$ cat src/rtl/loom_reset_pkg.sv
// Shared types and constants for the reset-value re-application block.
package loom_reset_pkg;

   localparam int unsigned DEFAULT_WORD_W = 32;

   typedef enum logic [2:0] {
      IDLE,
      FETCH,
      LOAD,
      SHIFT,
      CHECK_FETCH,
      CHECK_LOAD,
      DONE
   } reset_apply_state_e;

   function automatic int unsigned ceil_div(input int unsigned a, input int unsigned b);
      return (a + b - 1) / b;
   endfunction

endpackage

$ cat src/rtl/loom_reset_piso.sv
// Parallel-in serial-out register: loads one ROM word plus a bit count, shifts LSB first.
module loom_reset_piso #(
   parameter int unsigned WORD_W = 32,
   parameter int unsigned CNT_W  = $clog2(WORD_W + 1)
) (
   input  logic              clk_i,
   input  logic              rst_ni,
   input  logic              load_i,
   input  logic              shift_i,
   input  logic [WORD_W-1:0] data_i,
   input  logic [CNT_W-1:0]  count_i,
   output logic              bit_o,
   output logic              last_o
);

   logic [WORD_W-1:0] sreg_reg;
   logic [CNT_W-1:0]  count_reg;

   always_ff @(posedge clk_i or negedge rst_ni) begin
      if (!rst_ni) begin
         sreg_reg  <= '0;
         count_reg <= '0;
      end else if (load_i) begin
         sreg_reg  <= data_i;
         count_reg <= count_i;
      end else if (shift_i) begin
         sreg_reg  <= {1'b0, sreg_reg[WORD_W-1:1]};
         count_reg <= count_reg - 1'b1;
      end
   end

   assign bit_o  = sreg_reg[0];
   // The bit currently presented is the final one of this word.
   assign last_o = (count_reg == CNT_W'(1));

endmodule

$ cat src/rtl/loom_reset_apply.sv
// Streams stored reset values from a word ROM onto the design scan chain, LSB first.
// Optional checksum verification is enabled by defining LOOM_RESET_APPLY_CHECK_EN.
module loom_reset_apply
   import loom_reset_pkg::*;
#(
   parameter int unsigned  CHAIN_LEN = 72,
   parameter int unsigned  WORD_W    = DEFAULT_WORD_W,
   localparam int unsigned NUM_WORDS = ceil_div(CHAIN_LEN, WORD_W),
   localparam int unsigned ADDR_W    = $clog2(NUM_WORDS + 1)
) (
   input  logic              clk_i,
   input  logic              rst_ni,
   input  logic              start_i,
   output logic              busy_o,
   output logic              done_o,
   output logic              rom_req_o,
   output logic [ADDR_W-1:0] rom_addr_o,
   input  logic [WORD_W-1:0] rom_rdata_i,
   output logic              scan_en_o,
   output logic              scan_out_o,
   output logic              error_o
);

   localparam int unsigned      CNT_W     = $clog2(WORD_W + 1);
   localparam int unsigned      LAST_BITS = CHAIN_LEN - (NUM_WORDS - 1) * WORD_W;
   localparam logic [ADDR_W-1:0] LAST_ADDR = ADDR_W'(NUM_WORDS - 1);

   reset_apply_state_e state_reg;
   logic [ADDR_W-1:0]  word_reg;
   logic [ADDR_W-1:0]  addr_reg;
   logic               busy_reg;
   logic               done_reg;
   logic               req_reg;
   logic               scan_en_reg;

   logic               last_word;
   logic               piso_bit;
   logic               piso_last;
   logic [CNT_W-1:0]   piso_count;

   assign last_word  = (word_reg == LAST_ADDR);
   assign piso_count = last_word ? CNT_W'(LAST_BITS) : CNT_W'(WORD_W);

   loom_reset_piso #(
      .WORD_W (WORD_W),
      .CNT_W  (CNT_W)
   ) u_piso (
      .clk_i   (clk_i),
      .rst_ni  (rst_ni),
      .load_i  (state_reg == LOAD),
      .shift_i (state_reg == SHIFT),
      .data_i  (rom_rdata_i),
      .count_i (piso_count),
      .bit_o   (piso_bit),
      .last_o  (piso_last)
   );

   // Outputs are registered alongside the state so they line up with the state they belong to.
   always_ff @(posedge clk_i or negedge rst_ni) begin
      if (!rst_ni) begin
         state_reg   <= IDLE;
         word_reg    <= '0;
         addr_reg    <= '0;
         busy_reg    <= 1'b0;
         done_reg    <= 1'b0;
         req_reg     <= 1'b0;
         scan_en_reg <= 1'b0;
      end else begin
         done_reg <= 1'b0;
         req_reg  <= 1'b0;
         unique case (state_reg)
            IDLE: begin
               if (start_i) begin
                  state_reg <= FETCH;
                  word_reg  <= '0;
                  addr_reg  <= '0;
                  req_reg   <= 1'b1;
                  busy_reg  <= 1'b1;
               end
            end
            FETCH: state_reg <= LOAD;
            LOAD: begin
               state_reg   <= SHIFT;
               scan_en_reg <= 1'b1;
            end
            SHIFT: begin
               if (piso_last) begin
                  scan_en_reg <= 1'b0;
                  if (!last_word) begin
                     state_reg <= FETCH;
                     word_reg  <= word_reg + 1'b1;
                     addr_reg  <= word_reg + 1'b1;
                     req_reg   <= 1'b1;
                  end else begin
`ifdef LOOM_RESET_APPLY_CHECK_EN
                     state_reg <= CHECK_FETCH;
                     addr_reg  <= ADDR_W'(NUM_WORDS);
                     req_reg   <= 1'b1;
`else
                     state_reg <= DONE;
                     done_reg  <= 1'b1;
                     busy_reg  <= 1'b0;
`endif
                  end
               end
            end
            CHECK_FETCH: state_reg <= CHECK_LOAD;
            CHECK_LOAD: begin
               state_reg <= DONE;
               done_reg  <= 1'b1;
               busy_reg  <= 1'b0;
            end
            DONE:    state_reg <= IDLE;
            default: state_reg <= IDLE;
         endcase
      end
   end

   assign busy_o     = busy_reg;
   assign done_o     = done_reg;
   assign rom_req_o  = req_reg;
   assign rom_addr_o = addr_reg;
   assign scan_en_o  = scan_en_reg;
   assign scan_out_o = scan_en_reg & piso_bit;

`ifdef LOOM_RESET_APPLY_CHECK_EN
   localparam logic [WORD_W-1:0] ALL_ONES  = '1;
   localparam logic [WORD_W-1:0] LAST_MASK = ALL_ONES >> (WORD_W - LAST_BITS);

   logic [WORD_W-1:0] csum_reg;
   logic              error_reg;

   // Bits of the last word beyond the chain never reach a flop, so they are kept out of the sum.
   always_ff @(posedge clk_i or negedge rst_ni) begin
      if (!rst_ni) begin
         csum_reg  <= '0;
         error_reg <= 1'b0;
      end else if (state_reg == IDLE && start_i) begin
         csum_reg  <= '0;
         error_reg <= 1'b0;
      end else if (state_reg == LOAD) begin
         csum_reg <= csum_reg ^ (last_word ? (rom_rdata_i & LAST_MASK) : rom_rdata_i);
      end else if (state_reg == CHECK_LOAD) begin
         error_reg <= (rom_rdata_i != csum_reg);
      end
   end

   assign error_o = error_reg;
`else
   assign error_o = 1'b0;
`endif

endmodule
$ cat config.mk
export PLATFORM = sky130hd
export DESIGN_NAME = loom_reset_apply
export DESIGN_NICKNAME = d
export VERILOG_FILES = /design/src/rtl/loom_reset_pkg.sv /design/src/rtl/loom_reset_piso.sv /design/src/rtl/loom_reset_apply.sv
export SDC_FILE = /design/constraint.sdc
export NUM_CORES = 1
export LEC_CHECK = 0
export BUFFER_PORTS_ARGS = -buffer_cell sky130_fd_sc_hd__buf_2
export CORE_MARGIN = 2
export CORE_UTILIZATION = 40
export CTS_CLUSTER_DIAMETER = 150
export CTS_CLUSTER_SIZE = 12
export DETAILED_ROUTE_END_ITERATION = 10
export PLACE_DENSITY_LB_ADDON = 0.2
export SLEW_MARGIN = 30
export SYNTH_ARGS = -nofsm -noshare
export SYNTH_HDL_FRONTEND = slang
export SYNTH_SLANG_ARGS = --single-unit
$ cat constraint.sdc
create_clock -name clk_i -period 2.1 [get_ports clk_i]
set_input_delay 0.42 -clock clk_i [delete_from_list [all_inputs] [get_ports clk_i]]
set_output_delay 0.42 -clock clk_i [all_outputs]
set_load 0.01 [all_outputs]
---- Yosys cells after proc, flatten, opt, wreduce, memory -nomap -nowiden ----
Cells that the tools add are included.
W data, S select, Z words.
operators by class
  equality and inequality tests ........... 11
  mux-type cells .......................... 26
  add/subtract/negate cells ............... 2
  bitwise operators ....................... 1
  reductions and logical operators ........ 8
operators by type and width
  kind                   count
  $mux W32               2
  $mux W6                3
  $pmux W3 S6            1
  $mux W1                9
  $mux W3                3
  $ne A2 B2 Y1 const B   4
  $reduce_and A4 Y1      2
  $eq A3 B2 Y1 const B   2
  $eq A3 B3 Y1 const B   2
  $eq A6 B1 Y1 const B   1
  $mux W2                3
  $pmux W1 S2            3
  $sub A6 B1 Y6 const B  1
  $pmux W2 S2            1
  $reduce_and A2 Y1      2
  $reduce_bool A2 Y1     2
  $eq A3 B1 Y1 const B   1
  $logic_not A3 Y1       1
  $pmux W1 S3            1
  $reduce_bool A3 Y1     1
  $add A2 B1 Y2 const B  1
  $eq A2 B2 Y1 const B   1
  $and A1 B1 Y1          1
storage, ports and cells
  word-level logic and storage cells ...... 56
  register bits after elaboration ......... 47
  output and inout port bits .............. 8

---- Depth between registers and ports, before layout ----
Gate-level depths: netlist of run 1.
  word-level depth ........................ 4
  gate-level depth with buffers ........... 6

---- Cells and area by module ----
A second synthesis of run 1 with hierarchy kept.
second synthesis, totals
  cells, all modules ...................... 230
  area total of the unflattened synthesis .. 2337.2 um^2
by module, submodules not included
  module            times used  cells an instance  area an instance (um^2)
  loom_reset_piso   1           177                1853.0
  loom_reset_apply  1           53                 484.2

---- Least setup slack after synthesis of run 1 ----
No wires, ideal clock.
  path type ............................... register to register
  from .................................... register, netlist name rom_addr_o[0]
  to ...................................... register addr_reg[1] (netlist: rom_addr_o[1])
  library setup time ...................... 0.130 ns
  cell stages (with the launch flop) ...... 6
  buffers on the path ..................... 0
  arrival time ............................ 1.242 ns
  period minus slack after synthesis ...... 1.372 ns
  slack ................................... 0.728 ns
  cells stage by stage .................... dfrtp_1 inv_1 ha_1 nand4b_2 o211ai_2 o31ai_1
RTL lines
  what                  line                    source
  to (signal assigned)  loom_reset_apply.sv:92  addr_reg <= word_reg + 1'b1;
  to (decl)             loom_reset_apply.sv:30  logic [ADDR_W-1:0] addr_reg;

---- Final worst setup path of run 1 ----
  from .................................... register u_piso.count_reg[1]
  to ...................................... register addr_reg[1] (netlist: rom_addr_o[1])
between the ends
  word-level cells in the longest chain between the ends .. 3
ends and longest elaborated chain
  what                         line                   source
  from (decl)                  loom_reset_piso.sv:17  logic [CNT_W-1:0] count_reg;
  from (signal assigned)       loom_reset_piso.sv:25  count_reg <= count_i;
  from (signal assigned)       loom_reset_piso.sv:28  count_reg <= count_reg - 1'b1;
  $eq A6 B1 Y1                 loom_reset_piso.sv:34  assign last_o = (count_reg == CNT_W'(1));
  $ne A2 B2 Y1 (no line)       --
  $reduce_and A4 Y1 (no line)  --
Every way passes these cells.
A chain may end at the register's enable or synchronous reset.

==> run summary, run 1 <==
outcome: complete, no violations
PwrDens: 1400 nW/um2
LEAKAGE: 1.36 nW
share of post-route cells with drive strength above 1: 24.0%
Post-Layout Inst Area: 2660 um2
Crit-path slowest cell: dfrtp_1
DRT Pass-1 Iters: 4
Yosys cell types: 34
clock skew: 0.00880 ns
Core Box Area: 5540 um2
Post-synth EDFFs: 0
Largest register FFs: 32
io pins: 43
asr flop ratio synth: 100%
DIE HEIGHT: 79.9 um
largest net degree at the start of global routing: 36
Worst setup SP type: register
RSZ-0062 raised after global routing: no
Worst EP arrival: 1.69 ns
fin. max-slew vios: 0
net load switching power: 0.00147 W
switching share of power: 39.3%
htree depth: 2
DR iter-0 viols: 107
Port Buf Inserts: 41
post-synthesis area per instance: 10.2 um2
reg2reg path depth: 6
grt met1 use: 20.7%
worst-path cell chain: inv_1 -> ha_1 -> nor2b_1 -> nand4b_2 -> o211ai_2 -> o31ai_1
Cell Area, Synth: 2310 um2
die width: 79.9 um
final setup vio count: 0
Setup TNS: 0 ns
Post-Syn Nets: 266
slowest cell delay on critical path: 0.41 ns
maximum vdd ir drop: 0.000511 V
crit path time final: 1.51 ns
initial antenna violation count: 0
Bufs on Longest Clock Path: 2
CTS Root Cell: clkbuf_8
critical path's top delay family: simple AND/OR/NAND/NOR gates
post-layout util: 48.0%
clock power share: 14.3%
Setup CP Type: register to register
Antenna Nets Post-Route: 0
Final Hold Viols: 0
clk_lat worst skew: 0.30 ns
vias per std cell: 4.81
Synth Flop Type: dfrtp_1
gr usage total: 15.1%
clock buffer count from CTS: 5
die area: 6390 um2
Fmax: 663 MHz
# diodes: 0
met2 usage: 22.7%
Clock transition at path regs: 0.09 ns
dpl cell area: 2580 um2
gr busiest metal: met2
GPL Wtd Cong: 0.703
global-route wire length before repair: 7390 um
crit path max fanout: 5
cts repair resizes: 0
worst path bufs/invs: 1
Hold Worst Slack: 0.0144 ns
Worst Hold Class: primary input to async pin
Power, Total: 0.00374 W
met3 usage in global routing: 3.85%
gr ovfl total: 0
area grow syn2layout: 15.3%
Final #Nets: 306
postcts setup bufs: 0
final worst path period share: 71.8%
worst r2r src: u_piso.count_reg[1]
CP startpoint: u_piso.count_reg[1]
Yosys reg bits: 47
via count: 1629
clk sink count: 47
Max-cap violations: 0
final HPWL from detailed placement: 3030 um
vias in the first global route: 1603
Reg2Reg Setup Slack: 0.59 ns
Worst Setup End Kind: register
final wirelength: 4280 um
Fillers: 534
internal power: 0.00227 W
Req. time, crit path: 2.28 ns
register share of total power: 43.4%
post-DR wirelength/cell: 12.6 um
sequential element share of the synthesized area: 51.0%
DRC: 0
fraction of power consumed by combinational cells: 42.3%
Reg-to-Reg End: rom_addr_o[1]
CTS tree: yes
count of warnings emitted by yosys: 0
row count: 27
Starting Density: 41.6%
CTS Hold Bufs: 0
Syn Inst Count: 227
==> logic make-up after synthesis <==
group	Yosys count	share of synthesized area, %
other	1	0.163
multiplexers	33	14.3
AND/OR/NAND/NOR	69	14.3
AO/OA/AOI/OAI	54	13.4
buffers and inverters	19	4.66
adder cells (fa/ha/maj)	4	2.17
flip-flops	47	51.0
==> worst max path at each step <==
stage / endpoint / slack, ns / cells past startpoint
global placement: rom_addr_o[1] / 0.62 / 6
CTS: u_piso.sreg_reg[20] / 0.56 / 3
detailed placement: u_piso.sreg_reg[20] / 0.58 / 3
global route: rom_addr_o[1] / 0.43 / 6
finish: rom_addr_o[1] / 0.59 / 6
floorplan: rom_addr_o[1] / 0.73 / 5
==> power groups by stage <==
stage          Sequential, W  Clock [W]  Combinational [W]
2_1_floorplan        0.00156          0            0.00131
3_3_place_gp         0.00163          0            0.00158
3_5_place_dp         0.00163          0            0.00162
4_1_cts              0.00162   0.000552            0.00162
5_1_grt              0.00168   0.000600            0.00183
6_report             0.00162   0.000536            0.00158
==> routing by layer <==
metal	vias up	wire, um
li1	856	-
met1	739	2130
met2	29	1920
met3	5	170
met4	0	67
met5	-	0
==> cell usage after synthesis (2+ instances only) <==
master / count / area [um2]
a21oi_1: 6 / 30.0
nor3_1: 2 / 10.0
nand4_1: 2 / 12.5
nand2b_1: 2 / 12.5
buf_2: 5 / 25.0
o21ai_0: 37 / 185
nor2b_1: 2 / 12.5
buf_4: 6 / 45.0
nand2_1: 43 / 161
o31ai_1: 2 / 15.0
nor2_1: 7 / 26.3
o21ai_1: 2 / 10.0
clkbuf_1: 3 / 11.3
and2_1: 2 / 12.5
nand3_1: 3 / 15.0
inv_1: 4 / 15.0
dfrtp_1: 47 / 1180
mux2i_1: 33 / 330
ha_1: 4 / 50.1
==> cell type report <==
type / count / area [um2] / share of cell area, %
Multi-Input combinational cell: 161 / 1030 / 38.6
Timing Repair Buffer: 48 / 270 / 10.2
Clock inverter: 2 / 13.8 / 0.517
Clock buffer: 5 / 68.8 / 2.59
Inverter: 4 / 15.0 / 0.564
Sequential cell: 47 / 1180 / 44.2
Tap cell: 72 / 90.1 / 3.39
==> through the flow <==
| step | worst slack (ns) | std cells |
|---|---|---|
| finish | 0.593 | 339 |
| global route | 0.429 | 339 |
| CTS | 0.561 | 339 |
| detailed placement | 0.578 | 332 |
| global placement | 0.620 | 332 |
| floorplan | 0.728 | 227 |
==> layout by cell type (no fill, tap or decap), types with 2 or more instances in the layout <==
cell,netlist,final
a21oi_1,6,6
and2_1,2,2
buf_2,5,41
buf_4,6,6
clkbuf_8,0,5
dfrtp_1,47,46
ha_1,4,4
inv_1,4,4
mux2i_1,33,33
nand2_1,43,43
nand3_1,3,3
nand4_1,2,2
nor2_1,7,7
nor2b_1,2,2
nor3_1,2,2
o21ai_0,37,37
o21ai_1,2,2
o31ai_1,2,2
No activity file was read; power rests on OpenSTA's default activity.
==> run 2, diff against run 1 <==
clock period = 1.4 ns   (was 2.1 ns; I/O delays follow)
==> run 2 against run 1 <==
  * Register-to-register slack got worse by 0.54 ns
  * Combinational power rose by 71%
  * Count of clock-buffer cells in the layout did not move
  * Critical path type unchanged
==> run summary, run 2 (synthesized netlist as in run 1, its figures left out) <==
outcome: complete, no violations
die width: 79.9 um (unchanged)
clk_lat worst skew: 0.30 ns (about the same)
fin cells: 350 (+3.2%)
Crit-path slowest cell: dfrtp_1
final worst path period share: 96.4% (+25 points)
post-DR wirelength/cell: 12.8 um (+1.1%)
Largest register FFs: 32 (unchanged)
Max-cap violations: 0 (unchanged)
gr usage total: 15.5% (+0.34 points)
LEAKAGE: 1.44 nW (+5.7%)
htree depth: 2 (unchanged)
vias in the first global route: 1685 (+5.1%)
Antenna Nets Post-Route: 0 (unchanged)
worst-path cell chain: inv_2 -> ha_2 -> nor2b_4 -> and3_4 -> nand3_4 -> and2_4
commonest non-fill, non-tap cells in the layout: dfrtp_1, nand2_1, buf_2
clock buffer count from CTS: 5 (unchanged)
area grow syn2layout: 22.5%
initial antenna violation count: 0 (unchanged)
Worst Hold Class: primary input to register
vias per std cell: 4.79 (-0.41%)
fin. max-slew vios: 0 (unchanged)
reg2reg path depth: 6 (unchanged)
DR iter-0 viols: 69 (-36%)
Final #Nets: 317 (+3.6%)
DRT Pass-1 Iters: 4 (unchanged)
DRC: 0 (unchanged)
largest net degree at the start of global routing: 48 (+33%)
share of post-route cells with drive strength above 1: 28.8% (+4.8 points)
final HPWL from detailed placement: 3110 um (+2.5%)
final setup vio count: 0 (unchanged)
CTS Root Cell: clkbuf_8
PwrDens: 2160 nW/um2 (+54%)
Final Hold Viols: 0 (unchanged)
Starting Density: 41.6% (unchanged)
dpl cell area: 2660 um2 (+3.1%)
Setup TNS: 0 ns (unchanged)
crit path max fanout: 3 (-2)
WHS Endpoint: u_piso.sreg_reg[31]
GPL Wtd Cong: 0.725 (+3.1%)
final wirelength: 4470 um (+4.4%)
Core Box Area: 5540 um2 (unchanged)
Reg-to-Reg End: busy_o
placed cells: 341 (+2.7%)
pre-CTS setup slack: -0.00134 ns (-0.579 ns)
maximum vdd ir drop: 0.000896 V (+75%)
Fillers: 532 (-0.37%)
area of the multi-input gates: 1060 um2 (+3.8%)
io pins: 43 (unchanged)
clock skew: 0.00541 ns (-0.00340 ns)
Reg2Reg Setup Slack: 0.05 ns (-0.54 ns)
# diodes: 0 (unchanged)
row count: 27 (unchanged)
die area: 6390 um2 (unchanged)
Clock transition at path regs: 0.09 ns (about the same)
gr ovfl total: 0 (unchanged)
Worst EP arrival: 1.55 ns (-0.14 ns)
clk sink count: 47 (unchanged)
Min-Delay Startpoint: rom_rdata_i[31]
FF/Latch Area: 1180 um2 (unchanged)
min setup slack post-route: 0.0509 ns (-0.542 ns)
worst r2r src: u_piso.count_reg[1]
slowest cell delay on critical path: 0.39 ns (-0.02 ns)
CTS tree: yes
Fmax: 741 MHz (+12%)
Post-Layout Inst Area: 2830 um2 (+6.2%)
via count: 1675 (+2.8%)
crit path time final: 1.35 ns (-0.158 ns)
WHS Path Cells: 3
global-route wire length before repair: 7620 um (+3.2%)
Req. time, crit path: 1.60 ns (-0.68 ns)
Worst Setup End Kind: register
DIE HEIGHT: 79.9 um (unchanged)
most common cell after layout, fill and taps aside: dfrtp_1
Bufs on Longest Clock Path: 2 (unchanged)
Port Buf Inserts: 41 (unchanged)
Setup CP Type: register to register
Worst setup SP type: register
[run 2: stage by stage]
| stage | power, W | util (%) | hold WS, ns |
|---|---|---|---|
| 5_1_grt | 0.00668 | 51.0 | 0.250 |
| 6_report | 0.00611 | 51.0 | 0.231 |
| 4_1_cts | 0.00606 | 50.1 | 0.222 |
| 3_5_place_dp | 0.00507 | 48.0 | 0.286 |
| 3_3_place_gp | 0.00499 | 48.0 | 0.284 |
| 2_1_floorplan | 0.00430 | - | -0.0156 |
[run 2: power by group]
group | switching [W] | internal, W
registers | 0.000446 | 0.00198
logic | 0.00140 | 0.00130
clock network | 0.000457 | 0.000522
total | 0.00231 | 0.00380
[run 2: area by class of cell]
cell class,instances,area share [%]
flip-flops and latches,47,41.7
clock buffers,5,2.44
multi-input cells,161,37.7
clock inverters,2,1.33
repair buffers,59,13.2
inverters,4,0.531
well taps,72,3.19
[run 2: worst max path at each step]
| stage | startpoint | cells past startpoint | slack, ns | to |
|---|---|---|---|---|
| floorplan | rom_addr_o[0] | 5 | 0.03 | rom_addr_o[1] |
| global placement | u_piso.count_reg[1] | 6 | 0.02 | rom_addr_o[1] |
| detailed placement | u_piso.count_reg[1] | 6 | -0.001 | rom_addr_o[1] |
| CTS | u_piso.count_reg[1] | 6 | 0.04 | rom_addr_o[1] |
| global route | u_piso.count_reg[3] | 5 | -0.01 | u_piso.count_reg[5] |
| finish | u_piso.count_reg[1] | 6 | 0.05 | busy_o |
[run 2: routing by layer]
metal  part of all wire (%)  GRT usage, %  wire length (um)
met5                      0             0                 0
met4                    1.7          6.27                76
met3                    4.1          3.62               184
met2                     47          24.9              2120
met1                     47          20.0              2090
[run 2: timing repair]
item	4_1_cts	5_1_grt
endpoints found under the hold margin	47	0
gates resized for setup	1	9
hold buffers	1	0
setup endpoints to repair	2	6
pin swaps	0	0
setup buffers	0	1
[run 2: worst max-delay path, delay by kind of cell, from the launching register on]
kind / cells / cell delay, ns
and+or+nand+nor: 4 / 0.64
DFF: 1 / 0.39
adders and majority gates: 1 / 0.16
buffers and inverters: 1 / 0.06
